`src/rtl/mux16_rr_arbiter_if.sv`:
```
// Request/grant bundle between the requester bank, the 16:1 mux and the round-robin arbiter.
interface mux16_rr_arbiter_if;
  logic [15:0] Req;
  logic        Done;
  logic [3:0]  S16;
  logic [15:0] Grant;
  logic        Valid;
  logic        Timeout;

  modport master (
    output Req,
    output Done,
    input  S16,
    input  Grant,
    input  Valid,
    input  Timeout
  );

  modport slave (
    input  Req,
    input  Done,
    output S16,
    output Grant,
    output Valid,
    output Timeout
  );
endinterface

```
`src/rtl/mux16_rr_arbiter.sv`:
```
// Round-robin arbiter driving the select of a shared 16:1 mux, with a hold-time limit
// and a one-cycle gap between grants.
module mux16_rr_arbiter #(
  parameter int unsigned MAX_HOLD = 8,
  parameter int unsigned CW       = 8
) (
  input logic                  Clock,
  input logic                  Resetn,
  mux16_rr_arbiter_if.slave    bus
);

  localparam logic [1:0] IDLE  = 2'd0;
  localparam logic [1:0] GRANT = 2'd1;
  localparam logic [1:0] GAP   = 2'd2;

  localparam logic [CW-1:0] HOLD_LIMIT = CW'(MAX_HOLD);

  logic [1:0]    state_q, state_d;
  logic [3:0]    ptr_q, ptr_d;
  logic [3:0]    sel_q, sel_d;
  logic [CW-1:0] cnt_q, cnt_d;
  logic [15:0]   grant_q, grant_d;
  logic          valid_q, valid_d;
  logic          timeout_q, timeout_d;

  logic [31:0]   req_rot_wide;
  logic [15:0]   req_rot;
  logic [3:0]    first_pos;
  logic [3:0]    winner;
  logic          any_req;
  logic          release_now;

  // Rotate requests so the pointer position lands at bit 0; lowest set bit wins.
  assign req_rot_wide = {bus.Req, bus.Req} >> ptr_q;
  assign req_rot      = req_rot_wide[15:0];
  assign any_req      = |bus.Req;

  always_comb begin
    first_pos = 4'd0;
    for (int i = 15; i >= 0; i--) begin
      if (req_rot[i]) begin
        first_pos = 4'(i);
      end
    end
  end

  assign winner      = ptr_q + first_pos;
  assign release_now = bus.Done || !bus.Req[sel_q] || (cnt_q == HOLD_LIMIT);

  always_comb begin
    state_d   = state_q;
    ptr_d     = ptr_q;
    sel_d     = sel_q;
    cnt_d     = cnt_q;
    grant_d   = grant_q;
    valid_d   = valid_q;
    timeout_d = 1'b0;
    case (state_q)
      IDLE: begin
        grant_d = '0;
        valid_d = 1'b0;
        if (any_req) begin
          state_d = GRANT;
          sel_d   = winner;
          grant_d = 16'd1 << winner;
          valid_d = 1'b1;
          cnt_d   = CW'(1);
        end
      end
      GRANT: begin
        if (release_now) begin
          state_d   = GAP;
          ptr_d     = sel_q + 4'd1;
          grant_d   = '0;
          valid_d   = 1'b0;
          cnt_d     = '0;
          // Only a hold-limit release is flagged; Done and withdrawal take precedence.
          timeout_d = !bus.Done && bus.Req[sel_q];
        end else begin
          cnt_d = cnt_q + CW'(1);
        end
      end
      GAP: begin
        state_d = IDLE;
      end
      default: begin
        state_d = IDLE;
        grant_d = '0;
        valid_d = 1'b0;
        cnt_d   = '0;
      end
    endcase
  end

  always_ff @(posedge Clock or negedge Resetn) begin
    if (!Resetn) begin
      state_q   <= IDLE;
      ptr_q     <= 4'd0;
      sel_q     <= 4'd0;
      cnt_q     <= '0;
      grant_q   <= '0;
      valid_q   <= 1'b0;
      timeout_q <= 1'b0;
    end else begin
      state_q   <= state_d;
      ptr_q     <= ptr_d;
      sel_q     <= sel_d;
      cnt_q     <= cnt_d;
      grant_q   <= grant_d;
      valid_q   <= valid_d;
      timeout_q <= timeout_d;
    end
  end

  assign bus.S16     = sel_q;
  assign bus.Grant   = grant_q;
  assign bus.Valid   = valid_q;
  assign bus.Timeout = timeout_q;

endmodule
```
`src/flat_wrapper.sv`:
```
// flat-port wrapper written by rule: the top's interface ports become plain ports
module mux16_rr_arbiter_flat 
#(
  parameter int unsigned MAX_HOLD = 8,
  parameter int unsigned CW       = 8
)
  (Clock, Resetn, bus_Req, bus_Done, bus_S16, bus_Grant, bus_Valid, bus_Timeout);
  mux16_rr_arbiter_if bus_i ();
  input logic Clock;
  input logic Resetn;
  input wire logic [$bits(bus_i.Req)-1:0] bus_Req;
  input wire logic [$bits(bus_i.Done)-1:0] bus_Done;
  output wire logic [$bits(bus_i.S16)-1:0] bus_S16;
  output wire logic [$bits(bus_i.Grant)-1:0] bus_Grant;
  output wire logic [$bits(bus_i.Valid)-1:0] bus_Valid;
  output wire logic [$bits(bus_i.Timeout)-1:0] bus_Timeout;
  assign bus_i.Req = bus_Req;
  assign bus_i.Done = bus_Done;
  assign bus_S16 = bus_i.S16;
  assign bus_Grant = bus_i.Grant;
  assign bus_Valid = bus_i.Valid;
  assign bus_Timeout = bus_i.Timeout;
  mux16_rr_arbiter #(.MAX_HOLD(MAX_HOLD), .CW(CW)) u_core (.Clock(Clock), .Resetn(Resetn), .bus(bus_i));
endmodule
```
`config.mk`:
```
export PLATFORM = sky130hd
export DESIGN_NAME = mux16_rr_arbiter_flat
export DESIGN_NICKNAME = d
export VERILOG_FILES = /design/src/rtl/mux16_rr_arbiter_if.sv /design/src/rtl/mux16_rr_arbiter.sv /design/src/flat_wrapper.sv
export SDC_FILE = /design/constraint.sdc
export NUM_CORES = 1
export LEC_CHECK = 0
export CORE_MARGIN = 8
export CORE_UTILIZATION = 30
export CTS_CLUSTER_SIZE = 28
export DETAILED_ROUTE_END_ITERATION = 7
export HOLD_SLACK_MARGIN = 0.1
export PLACE_DENSITY = 0.48
export SLEW_MARGIN = 5
export SYNTH_ARGS = -nofsm -noshare
export SYNTH_HDL_FRONTEND = slang
export SYNTH_SLANG_ARGS = --single-unit
```
`constraint.sdc`:
```
create_clock -name Clock -period 5.3 [get_ports Clock]
set_input_delay 1.06 -clock Clock [delete_from_list [all_inputs] [get_ports Clock]]
set_output_delay 1.06 -clock Clock [all_outputs]
set_load 0.05 [all_outputs]
```
==> summary.md <==
| Metric | Value |
|---|---|
| Area of the multi-input gates | `~2100 sq um` |
| # DRC | `0` |
| Num ports | `41` |
| CP arrival | `between 5000 and 6000 ps` |
| Final core utilization | `37.2%` |
| Slowest stage cell, crit path | `mux4_1` |
| Worst reg2reg endpoint | `u_core.bus.Grant[2]$_DFFE_PN0P_` |
| FP Rows | `37` |
| Initial DRC Count | `around 240` |
| H-Tree Depth | `2` |
| Post-synth EDFFs | `0` |
| Placer congestion estimate | `0.825` |
| Clk_skew | `~1.9 ps` |
| Setup CP Type | `primary input to register` |
| Flop2flop setup slack | `about 660 ps` |
| Syn Inst Count | `326` |
| DIE WIDTH | `119 um` |
| Max Freq | `around 200 MHz` |
| Period minus WS final | `4890 ps` |
| Final antenna-violating net count | `0` |
| Crit-path cells | `clkdlybuf4s50_1 > mux4_1 > mux2i_1 > nand3_1 > a221oi_1 > o21ai_0 > o21ai_0 > buf_4 > ha_1 > a21o_1 > xor2_1 > nor2_1 > nand2_1 > nor4b_4 > a221o_1` |
| Clk root buf | `clkbuf_8` |
| CP startpoint | `bus_Req[2]` |
| Clock Tree Buf Depth | `2` |
| Hold slack | `just under 500 ps` |
| DRT Wirelength | `between 8000 and 9000 um` |
| Share of layout cells above drive strength 1 | `16.5%` |
| Clock Latency Late Sink | `280 ps` |
| Global-route wire length before repair | `15000 um` |
| Sequential fraction of the synthesis area | `28.5%` |
| Layout fillers | `approximately 1100` |
| Critical Path Most Common Cell | `o21ai_0` |
| RR Startpoint | `u_core.ptr_q[1]$_DFFE_PN0P_` |
| Layout net count | `around 390` |
| Slew @ Worst Pin | `approximately 1100 ps` |
| Post-Route Setup TNS | `0 ps` |
| Post-synthesis register bit count | `36` |
| All-layer global routing usage | `about an eighth` |
| Slew Viols, Final | `0` |
| Final setup vio count | `0` |
| Avg Inst Size Synth | `9.68 sq um` |
| Post-CTS Resized | `0` |
| Outcome | `finished clean` |
| Slowest stage delay, CP | `~630 ps` |
| Most frequent cells in the layout | `nand2_1 (41), clkdlybuf4s50_1 (39), dfrtp_1 (36), nand3_1 (21), mux4_2 (20)` |
| Max FO, Critical Path | `9` |
| CTS tree | `built` |
| Via count | `around 2800` |
| Register-to-Register Path Depth | `14` |
| Via density | `around 5.6` |
| Initial antenna violation count | `0` |
| Clock Sinks | `36` |
| Synth warn | `0` |
| Die ar. | `14100 sq um` |
| Largest net degree at the start of global routing | `37` |
| Post-Syn Area | `roughly 3200 sq um` |
| HP Class | `register to register` |
| Placed Cells | `497` |
| Critical Path Source Type | `primary input` |
| Initial Util | `roughly 30%` |
| Final period util | `between 90% and 100%` |
| Post-DP HPWL | `6920 um` |
| RSZ-0062 raised after global routing | `no` |
| Crit path capture | `u_core.bus.Grant[2]$_DFFE_PN0P_` |
| Drt pass-1 iters | `4` |
| Final hold vios | `0` |
| Overflow after GRT | `0` |
| Area delta synth->final | `21.0%` |
| Area occupied by registers | `around 900 sq um` |
| Port bufs | `40` |
| WP data required | `between 5000 and 6000 ps` |
| Worst-path clk slew | `70 ps` |
| Post-synth top flop | `dfrtp_1` |
| Post-synth ARST share | `between 90% and 100%` |
| Vias in the first global route | `2846` |
| Ant. Diodes | `0` |
| Slew HR | `between 20% and 30%` |
| CORE AREA | `a little over 10000 sq um` |
| Yosys cell types | `55` |
| WL/cell | `roughly 17 um` |
| Num CTS Buffers | `5` |
| Max Cap Viol | `0` |
| Cts hold-fix bufs | `0` |
| Most common cell after layout, fill and taps aside | `nand2_1` |
| Setup repair bufs after CTS | `0` |
| Final std cells w/o fill | `about 510` |
| Syn_nets | `around 350` |
| Crit end category | `register` |
| Die Ht | `about 120 um` |
-- sequential cells by signal, summed over array words and instances (netlist names) --
signal	flops
u_core.bus.Grant	16
u_core.bus.S16	4
u_core.bus.Timeout	1
u_core.bus.Valid	1
u_core.cnt_q	8
u_core.ptr_q	4
u_core.state_q	2
-- cell type report --
type	count	share of cell area, %
multi-input combinational	264	56.1
sequential	36	23.6
timing repair buffer	51	12.5
tap	136	4.45
clock buffer	6	2.16
inverter	10	0.982
clock inverter	2	0.262
-- how the worst min path moves through the flow --
stage / startpoint / to / depth (start not counted)
finish: u_core.bus.Valid$_DFFE_PN0P_ / u_core.bus.Valid$_DFFE_PN0P_ / 2
global route: u_core.bus.Grant[8]$_DFFE_PN0P_ / u_core.bus.Grant[8]$_DFFE_PN0P_ / 2
CTS: u_core.bus.Valid$_DFFE_PN0P_ / u_core.bus.Valid$_DFFE_PN0P_ / 2
detailed placement: u_core.bus.Valid$_DFFE_PN0P_ / u_core.bus.Valid$_DFFE_PN0P_ / 2
global placement: u_core.bus.Valid$_DFFE_PN0P_ / u_core.bus.Valid$_DFFE_PN0P_ / 2
floorplan: u_core.cnt_q[6]$_DFFE_PN0P_ / u_core.cnt_q[6]$_DFFE_PN0P_ / 1
-- worst max-delay path, delay by kind of cell --
family	cells	cell delay (ps)
buffers and inverters	2	660
multiplexers	2	930
AO/OA/AOI/OAI	5	1070
adder cells (fa/ha/maj)	1	130
AND/OR/NAND/NOR	4	1150
XOR/XNOR	1	100
-- metrics by stage --
| step | cell area [sq um] | setup WS, ps |
|---|---|---|
| after CTS | 3820 | 444 |
| after floorplan | 3160 | 1000 |
| after detailed placement | 3730 | 155 |
| after global placement | 3730 | 210 |
| final | 3820 | 410 |
| after global routing | 3820 | 168 |
-- layer usage --
metal | global-route usage [%] | vias up | wire length (um)
li1 | - | 1358 | -
met1 | 17.5 | 1360 | 4210
met2 | 20.0 | 99 | 3990
met3 | 2.95 | 14 | 492
met4 | 2.61 | 0 | 96
met5 | 0 | - | 0
-- logic make-up after synthesis --
group,share of synthesized area (%)
flops,28.5
xor+xnor,2.22
fa+ha+maj,2.77
mux,27.5
buf+inv,3.61
compound gates,15.7
simple gates,19.7
-- cells in the mapped netlist, drive strengths merged (3+ instances only) --
library cell  instances  share of area (%)
clkbuf               10                1.2
nor3                  4               0.63
mux2                 14                5.1
nor4                  5               0.99
nand2                41                4.9
a21oi                16                2.5
o21ai                17                2.7
nand3                21                3.3
nor2                 20                2.6
mux4                 22                 16
xor2                  3               0.83
dfrtp                36                 29
buf                   6                1.2
nand4                 9                1.8
inv                   9                1.1
nor2b                 5               0.99
xnor2                 5                1.4
a221o                 4                1.3
and3                  5               0.99
ha                    7                2.8
a21o                  3               0.71
o31ai                 5                1.2
mux2i                19                6.4
o221ai               11                3.1
Power is not shown: default switching activity piles up to over one toggle a cycle in this logic, so the estimate is an artifact.
